`config.mk`:
```
export PLATFORM = sky130hd
export DESIGN_NAME = iot601x_reader_flat
export DESIGN_NICKNAME = d
export VERILOG_FILES = /design/src/rtl/iot601x_reader_pkg.sv /design/src/rtl/iot601x_reader_if.sv /design/src/rtl/iot601x_reader_fetch_fsm.sv /design/src/rtl/iot601x_reader.sv /design/src/flat_wrapper.sv
export SDC_FILE = /design/constraint.sdc
export NUM_CORES = 1
export LEC_CHECK = 0
export CAP_MARGIN = 10
export CORE_ASPECT_RATIO = 0.8
export CORE_MARGIN = 2
export CORE_UTILIZATION = 35
export DETAILED_ROUTE_END_ITERATION = 7
export PLACE_DENSITY = 0.84
export SLEW_MARGIN = 20
export SYNTH_ARGS = -nofsm -noshare
export SYNTH_HDL_FRONTEND = slang
export SYNTH_SLANG_ARGS = --single-unit
export TNS_END_PERCENT = 50
```
`constraint.sdc`:
```
create_clock -name CLK -period 2.32 [get_ports CLK]
set_clock_uncertainty 0.05 [all_clocks]
set_input_delay 0.464 -clock CLK [delete_from_list [all_inputs] [get_ports CLK]]
set_output_delay 0.464 -clock CLK [all_outputs]
set_load 0.03 [all_outputs]
```
`src/rtl/iot601x_reader_pkg.sv`:
```
// Shared constants for the IOT 601x paper-tape reader: bus widths, device
// function codes and the fetch FSM state encoding.
package iot601x_reader_pkg;

   localparam int unsigned DATA_W = 8;
   localparam int unsigned AC_W   = 12;
   localparam int unsigned CNT_W  = 24;
   localparam int unsigned IR_W   = 3;

   // IOT device codes; the low IR_W bits select the device function.
   localparam logic [AC_W-1:0] IOT_RPE = 12'o6010;
   localparam logic [AC_W-1:0] IOT_RSF = 12'o6011;
   localparam logic [AC_W-1:0] IOT_RRB = 12'o6012;
   localparam logic [AC_W-1:0] IOT_RFC = 12'o6014;

   typedef enum logic {
      ST_IDLE  = 1'b0,
      ST_FETCH = 1'b1
   } fetch_state_e;

   // Function-bit pattern of a full IOT code.
   function automatic logic [IR_W-1:0] iot_fn(input logic [AC_W-1:0] code);
      return code[IR_W-1:0];
   endfunction

endpackage

```
`src/rtl/iot601x_reader_if.sv`:
```
// Byte-stream handshake between an upstream byte source and the reader.
interface iot601x_reader_if;
   import iot601x_reader_pkg::*;

   logic [DATA_W-1:0] rxData;
   logic              rxValid;
   logic              rxReady;

   modport master (output rxData, output rxValid, input rxReady);
   modport slave  (input rxData, input rxValid, output rxReady);

endinterface

```
`src/rtl/iot601x_reader_fetch_fsm.sv`:
```
// Reader fetch engine: IDLE/FETCH FSM, optional fetch timeout, byte buffer
// and the rxValid/rxReady handshake.
module iot601x_reader_fetch_fsm
   import iot601x_reader_pkg::*;
#(
   parameter int unsigned TIMEOUT_CYCLES = 0
) (
   input  logic               i_clk,
   input  logic               i_rst,
   input  logic               i_start,
   iot601x_reader_if.slave    rx,
   output logic [DATA_W-1:0]  o_buffer,
   output logic               o_xfer_c
);

   localparam bit              TO_EN   = (TIMEOUT_CYCLES != 0);
   localparam logic [CNT_W-1:0] TO_LAST = CNT_W'(TIMEOUT_CYCLES - 1);

   fetch_state_e      r_state, w_state_nxt;
   logic [CNT_W-1:0]  r_cnt, w_cnt_nxt;
   logic [DATA_W-1:0] r_buf, w_buf_nxt;

   // Ready is a pure decode of the state register.
   assign rx.rxReady = (r_state == ST_FETCH);
   assign o_buffer   = r_buf;

   // State, counter and buffer registers; reset/clear aborts any fetch.
   always_ff @(posedge i_clk) begin
      if (i_rst) begin
         r_state <= ST_IDLE;
         r_cnt   <= '0;
         r_buf   <= '0;
      end else begin
         r_state <= w_state_nxt;
         r_cnt   <= w_cnt_nxt;
         r_buf   <= w_buf_nxt;
      end
   end

   // Next-state: a restart request wins for state, a byte is always taken
   // when offered in FETCH, otherwise the timeout counter advances.
   always_comb begin
      w_state_nxt = r_state;
      w_cnt_nxt   = r_cnt;
      w_buf_nxt   = r_buf;
      o_xfer_c    = 1'b0;
      unique case (r_state)
         ST_IDLE: begin
            if (i_start) begin
               w_state_nxt = ST_FETCH;
               w_cnt_nxt   = '0;
            end
         end
         ST_FETCH: begin
            if (rx.rxValid) begin
               o_xfer_c  = ~i_rst;
               w_buf_nxt = rx.rxData;
            end
            if (i_start) begin
               w_state_nxt = ST_FETCH;
               w_cnt_nxt   = '0;
            end else if (rx.rxValid) begin
               w_state_nxt = ST_IDLE;
               w_cnt_nxt   = '0;
            end else if (TO_EN && (r_cnt == TO_LAST)) begin
               w_state_nxt = ST_IDLE;
               w_cnt_nxt   = '0;
            end else begin
               w_cnt_nxt   = r_cnt + CNT_W'(1);
            end
         end
         default: w_state_nxt = ST_IDLE;
      endcase
   end

endmodule

```
`src/rtl/iot601x_reader.sv`:
```
// IOT 601x paper-tape reader device: decodes RSF/RRB/RFC/RPE against the
// sequencer phases and keeps the reader flag and interrupt enable.
// Build option: define PR8_IRQ_EN to include the interrupt-enable register
// and RPE; otherwise irq is tied low and RPE only completes the instruction.
module iot601x_reader
   import iot601x_reader_pkg::*;
#(
   parameter int unsigned TIMEOUT_CYCLES = 0
) (
   input  logic             CLK,
   input  logic             RESET,
   input  logic             CLEAR,
   input  logic             EN,
   input  logic [IR_W-1:0]  IR,
   input  logic             ck1,
   input  logic             ck2,
   input  logic             ck3,
   input  logic             ck4,
   input  logic             ck5,
   input  logic             ck6,
   input  logic             stb1,
   input  logic             stb2,
   input  logic             stb3,
   input  logic             stb4,
   input  logic             stb5,
   input  logic             stb6,
   iot601x_reader_if.slave  rx,
   output logic             done,
   output logic             pc_ck,
   output logic             irq,
   output logic [AC_W-1:0]  ACRDR,
   output logic             rot2ac,
   output logic             ac_ck
);

   localparam logic [IR_W-1:0] FN_RSF = iot_fn(IOT_RSF);
   localparam logic [IR_W-1:0] FN_RRB = iot_fn(IOT_RRB);
   localparam logic [IR_W-1:0] FN_RFC = iot_fn(IOT_RFC);
   localparam logic [IR_W-1:0] FN_RPE = iot_fn(IOT_RPE);

   logic              w_rst;
   logic              w_rsf, w_rrb_ck, w_rrb_clr, w_rfc, w_rpe;
   logic              w_xfer_c;
   logic [DATA_W-1:0] w_buf;
   logic              r_flag;
   logic              w_unused_ok;

   assign w_rst     = RESET | CLEAR;
   assign w_rsf     = EN & (|(IR & FN_RSF)) & ck1;
   assign w_rrb_ck  = EN & (|(IR & FN_RRB)) & ck2;
   assign w_rrb_clr = EN & (|(IR & FN_RRB)) & stb2;
   assign w_rfc     = EN & (|(IR & FN_RFC)) & ck3;
   assign w_rpe     = EN & (IR == FN_RPE) & ck3;

   // Phases and strobes the reader does not act on.
   assign w_unused_ok = &{1'b0, ck4, ck5, ck6, stb1, stb3, stb4, stb5, stb6};

   iot601x_reader_fetch_fsm #(
      .TIMEOUT_CYCLES (TIMEOUT_CYCLES)
   ) u_fetch (
      .i_clk    (CLK),
      .i_rst    (w_rst),
      .i_start  (w_rfc),
      .rx       (rx),
      .o_buffer (w_buf),
      .o_xfer_c (w_xfer_c)
   );

   // Reader flag: a completed transfer beats a same-cycle RRB/RFC clear.
   always_ff @(posedge CLK) begin
      if (w_rst)
         r_flag <= 1'b0;
      else if (w_xfer_c)
         r_flag <= 1'b1;
      else if (w_rrb_clr | w_rfc)
         r_flag <= 1'b0;
   end

`ifdef PR8_IRQ_EN
   logic r_ie;

   // Interrupt enable: set by reset/clear and by RPE.
   always_ff @(posedge CLK) begin
      if (w_rst)
         r_ie <= 1'b1;
      else if (w_rpe)
         r_ie <= 1'b1;
   end

   assign irq = r_flag & r_ie;
`else
   logic w_unused_rpe;

   assign w_unused_rpe = w_rpe;
   assign irq          = 1'b0;
`endif

   assign pc_ck  = w_rsf & r_flag;
   assign ACRDR  = w_rrb_ck ? AC_W'(w_buf) : '0;
   assign rot2ac = w_rrb_ck;
   assign ac_ck  = w_rrb_ck;
   assign done   = EN & ck3;

endmodule
```
`src/flat_wrapper.sv`:
```
// flat-port wrapper written by rule: the top's interface ports become plain ports
module iot601x_reader_flat import iot601x_reader_pkg::*;
#(
   parameter int unsigned TIMEOUT_CYCLES = 0
)
  (CLK, RESET, CLEAR, EN, IR, ck1, ck2, ck3, ck4, ck5, ck6, stb1, stb2, stb3, stb4, stb5, stb6, done, pc_ck, irq, ACRDR, rot2ac, ac_ck, rx_rxData, rx_rxValid, rx_rxReady);
  iot601x_reader_if rx_i ();
  input  logic CLK;
  input  logic RESET;
  input  logic CLEAR;
  input  logic EN;
  input  logic [IR_W-1:0] IR;
  input  logic ck1;
  input  logic ck2;
  input  logic ck3;
  input  logic ck4;
  input  logic ck5;
  input  logic ck6;
  input  logic stb1;
  input  logic stb2;
  input  logic stb3;
  input  logic stb4;
  input  logic stb5;
  input  logic stb6;
  output logic done;
  output logic pc_ck;
  output logic irq;
  output logic [AC_W-1:0] ACRDR;
  output logic rot2ac;
  output logic ac_ck;
  input wire logic [$bits(rx_i.rxData)-1:0] rx_rxData;
  input wire logic [$bits(rx_i.rxValid)-1:0] rx_rxValid;
  output wire logic [$bits(rx_i.rxReady)-1:0] rx_rxReady;
  assign rx_i.rxData = rx_rxData;
  assign rx_i.rxValid = rx_rxValid;
  assign rx_rxReady = rx_i.rxReady;
  iot601x_reader #(.TIMEOUT_CYCLES(TIMEOUT_CYCLES)) u_core (.CLK(CLK), .RESET(RESET), .CLEAR(CLEAR), .EN(EN), .IR(IR), .ck1(ck1), .ck2(ck2), .ck3(ck3), .ck4(ck4), .ck5(ck5), .ck6(ck6), .stb1(stb1), .stb2(stb2), .stb3(stb3), .stb4(stb4), .stb5(stb5), .stb6(stb6), .rx(rx_i), .done(done), .pc_ck(pc_ck), .irq(irq), .ACRDR(ACRDR), .rot2ac(rot2ac), .ac_ck(ac_ck));
endmodule
```
## Word level (Yosys, flattened, before mapping)

Cells that the tools add are included.

| operators by class | value |
|---|---|
| multiplexer cells | 9 |
| bitwise logic cells | 13 |
| reduce and logical (&&, ||, !) cells | 2 |

Operators with widths:

| cell | count |
|---|---|
| AND 1 bit | 9 |
| two-way mux 8 bit | 1 |
| two-way mux 1 bit | 7 |
| NOT 1 bit | 2 |
| bitwise OR 1 bit | 2 |
| case mux 1 bit (2 select lines) | 1 |
| AND reduction 2 bit | 1 |
| nonzero test 2 bit | 1 |

| word-level totals | value |
|---|---|
| register bits | 10 |

## Depth between registers and ports, before layout

| logic depth | value |
|---|---|
| depth after elaboration | 5 |
| depth in mapped cells | 4 |
| gate-level depth less buffers | 2 |

## Modules after synthesis

A second synthesis with hierarchy kept.

| unflattened totals | value |
|---|---|
| cells, all modules | 69 |
| area, all modules | 600.6 sq um |

By module, submodules not included:

| module | instances | cells an instance | area each (sq um) |
|---|---|---|---|
| iot601x_reader_fetch_fsm | 1 | 43 | 415.4 |
| iot601x_reader | 1 | 26 | 185.2 |

## Worst setup path before layout

No wires, ideal clock.

| timing | value |
|---|---|
| path kind | in2out |
| start | in IR[1] |
| end | out ACRDR[0] |
| arrival | 1.161 ns |
| required time | 1.806 ns |
| setup slack | 0.645 ns |
| cell stages on the path | 3 |
| buffers on the path | 1 |
| path through | and3_1 -> buf_2 -> and2_1 |

| on the way | value |
|---|---|
| word-level cells in the longest chain between the ends | 3 |

Ends and longest elaborated chain:

| what | line | text |
|---|---|---|
| start: declaration | flat_wrapper.sv:12 | `input logic [IR_W-1:0] IR;` |
| AND 1 bit (2 in series) | iot601x_reader.sv:50 | `assign w_rrb_ck = EN & (\|(IR & FN_RRB)) & ck2;` |
| net ac_ck | flat_wrapper.sv:30 | `output logic ac_ck;` |
| two-way mux 8 bit | iot601x_reader.sv:99 | `assign ACRDR = w_rrb_ck ? AC_W'(w_buf) : '0;` |
| end: declaration | flat_wrapper.sv:28 | `output logic [AC_W-1:0] ACRDR;` |

The timed path passes the listed nets, and every way through them passes these cells.

## Worst setup path after layout

| timing | value |
|---|---|
| start | in IR[1] |
| end | out ACRDR[4] |

| on the way | value |
|---|---|
| word-level cells in the longest chain between the ends | 3 |

Ends and longest elaborated chain:

| what | line |
|---|---|
| AND 1 bit (2 in series) | iot601x_reader.sv:50 |
| two-way mux 8 bit | iot601x_reader.sv:99 |

No other way between the ends.

==> results.toml <==
[run_status]
status = "completed"

[grt]
grt_pass1_vias = 478
grt_overflow_total = 0
antenna_found_initial = 0
busiest_layer = "met2"
grt_max_degree = 20
met2_usage_pct = 21.3
grt_use_met3_pct = 1.08
grt_pass1_wl_um = 1960
grt_util_met1_pct = 13.7
grt_util_all_layers_pct = 12.3

[drt]
drt_iter0_markers = 2
drt.antenna.violating_nets = 0
dr.pass1.iters = 4
dr_total_vias = 545
wl_um = 1270
drcViolationCount = 0
drt-wirelength-per-cell_um = 10.7
viasPerCell = 4.58

[setup_path]
startpoint = "IR[1]"
reg2reg_depth = 3
slowest_delay_ns = 0.47
crit_slowest_cell = "clkdlybuf4s50_1"
rr_endpoint = "u_core.r_flag"
path_delay_family = "buffers and inverters"
worstPathArrival_ns = 1.64
worst_setup_path_end_kind = "output port"
cp_num_cells = 4
crit_type = "in -> out"
startpoint_type = "primary input"
cp_max_fo = 10
crit_required_ns = 1.81
path_cells = "clkdlybuf4s50_1 -> and3_1 -> and2_1 -> buf_4"
r2r_slack_ns = 1.33
crit_end = "ACRDR[4]"
crit_buf_inv = 2
timing.rr.start = "u_core.u_fetch.rx.rxReady"

[clock_network]
hold_buffers = 0
clkSlewWorstSetupHoldPaths_ns = 0.06
postCtsSetupBuffers = 0
cts_root_buf = "clkbuf_4"
cts_made_buffers = 3
cts_tree = "yes"
cts.sinks = 10
clk_path_buf_depth = 2
post_cts_resized = 0
clkLatencyLatePin_ns = 0.26
htreeDepth = 1

[synthesis]
synth_compound_area_share_pct = 25.7
synth_cell_types = 18
netlist_area_um2 = 614
synthArstFlopShare_pct = 0
synth_top_area_share_pct = 32.6
synth_largest_area_cell = "dfxtp_1"
syn_avg_cell_area_um2 = 9.31
synth_most_common_cell = "dfxtp_1"
synthMuxAreaShare_pct = 0
synth_xor_area_share_pct = 0
synth_top_family_by_area = "compound AO/OA/AOI/OAI gates"
synth_simple_gate_area_share_pct = 22.0
synth_fa_ha_area_share_pct = 0
synth_cells = 66
ys_warn_count = 0
yosysSeqAreaShare_pct = 32.6
yosys_register_bits = 10
synth_edf_count = 0
netlist_top_cells_count = "dfxtp_1 (10), a21oi_1 (9), and2_1 (9), nand3_1 (9), a21bo_2 (8)"
synth_ff_type = "dfxtp_1"
synth_area_leaders = "dfxtp_1 (33%), a21bo_2 (13%), and2_1 (9.2%), a21oi_1 (7.3%), nand3_1 (7.3%)"

[pwr]
irDropWorstVdd_mv = 0.213
cellPowerDensity_nw_per_um2 = 452
p_leak_uw = 0.000363

[cells_and_area]
fill_cells = 166
num-nets-final = 126
design_area_um2 = 888
final_util_pct = 54.1
drive_gt1_share_pct = 30.9
insertedDiodeCount = 0
area_growth_pct = 44.6

[placement]
port_buffers = 32
place_area_um2 = 852
dp_hpwl_um = 969
finalWeightedCongestion = 0.632

[timing]
rsz0062_at_grt = "no"
finalCritPeriodShare_pct = 92.9
period_minus_slack_ns = 2.15
setup_violations = 0
hold_slack_ns = 0.480
timing.fmax_ghz = 0.464
hold_viol = 0
fin_tns_setup_ns = 0
maxSlewViolCount = 0

[floorplanning]
ios = 46
num_rows = 13
core_area_um2 = 1640
start_util_pct = 37.4
die_h_um = 41.5
dieArea_um2 = 2110
die_w_um = 50.8

[flow_run]
max-cap-violations = 0

[worst_hold_path]
hold_class = "reg -> reg"
sequential cells by signal, indices dropped and copies added, names as in the netlist:
register	flops
u_core.u_fetch.o_buffer	8
u_core.u_fetch.rx.rxReady	1
u_core.r_flag	1
where the power goes:
group          internal, uW  leakage (uW)  switching (uW)
Clock                  95.2     0.0000210            59.9
Sequential              172     0.0000806           0.327
Combinational          37.9      0.000261            35.6
Total                   305      0.000363            95.8
layout make-up:
cell class,count,area [um^2],share of cell area [%]
flip-flops and latches,10,200,22.5
multi-input cells,48,312,35.1
repair buffers,35,313,35.2
well taps,22,27.5,3.10
clock buffers,4,36.3,4.08
per-layer routing:
metal	wire, um	share of wire (%)
met3	102	8.0
met2	605	48
met4	19	1.5
met5	0	0
met1	545	43
worst min-delay path by stage:
stage / from / end / slack [ns] / cells past startpoint
6_report: u_core.r_flag / u_core.r_flag / 0.48 / 2
2_1_floorplan: u_core.r_flag / u_core.r_flag / 0.45 / 2
3_3_place_gp: u_core.r_flag / u_core.r_flag / 0.46 / 2
3_5_place_dp: u_core.r_flag / u_core.r_flag / 0.47 / 2
5_1_grt: u_core.r_flag / u_core.r_flag / 0.52 / 2
4_1_cts: u_core.r_flag / u_core.r_flag / 0.48 / 2
layout by cell type (no fill, tap or decap):
| master | synthesis | layout |
|---|---|---|
| clkbuf_8 | 0 | 1 |
| buf_4 | 6 | 15 |
| and3_1 | 1 | 1 |
| a21oi_2 | 1 | 1 |
| clkdlybuf4s50_1 | 0 | 20 |
| and2_1 | 9 | 9 |
| a22o_1 | 1 | 1 |
| or2_1 | 1 | 1 |
| conb_1 | 1 | 5 |
| dfxtp_1 | 10 | 10 |
| a21bo_2 | 8 | 8 |
| a311oi_2 | 1 | 1 |
| and4_1 | 1 | 1 |
| clkbuf_4 | 0 | 3 |
| a21oi_1 | 9 | 9 |
| nand2b_1 | 1 | 1 |
| nand3_1 | 9 | 9 |
| nand2_2 | 1 | 1 |
per-stage QoR:
stage	cells	worst slack [ns]	total power [uW]
after CTS	119	0.152	409
after global placement	115	0.194	250
after detailed placement	115	0.152	250
after floorplan	70	0.645	223
after global routing	119	0.114	420
final	119	0.165	401
worst min-delay path: stages, from the launching register on:
cell and delay, ns:
dfxtp_1 0.32, a21oi_2 0.11, a311oi_2 0.05
kinds of logic (layout without fill, tap and decap cells):
kind of cell | Yosys count | in the layout
DFF | 10 | 10
buffers and inverters | 12 | 39
AOI/OAI and AO/OA | 20 | 20
and+or+nand+nor | 23 | 23
other | 1 | 5
(Power assumes the default switching activity.)
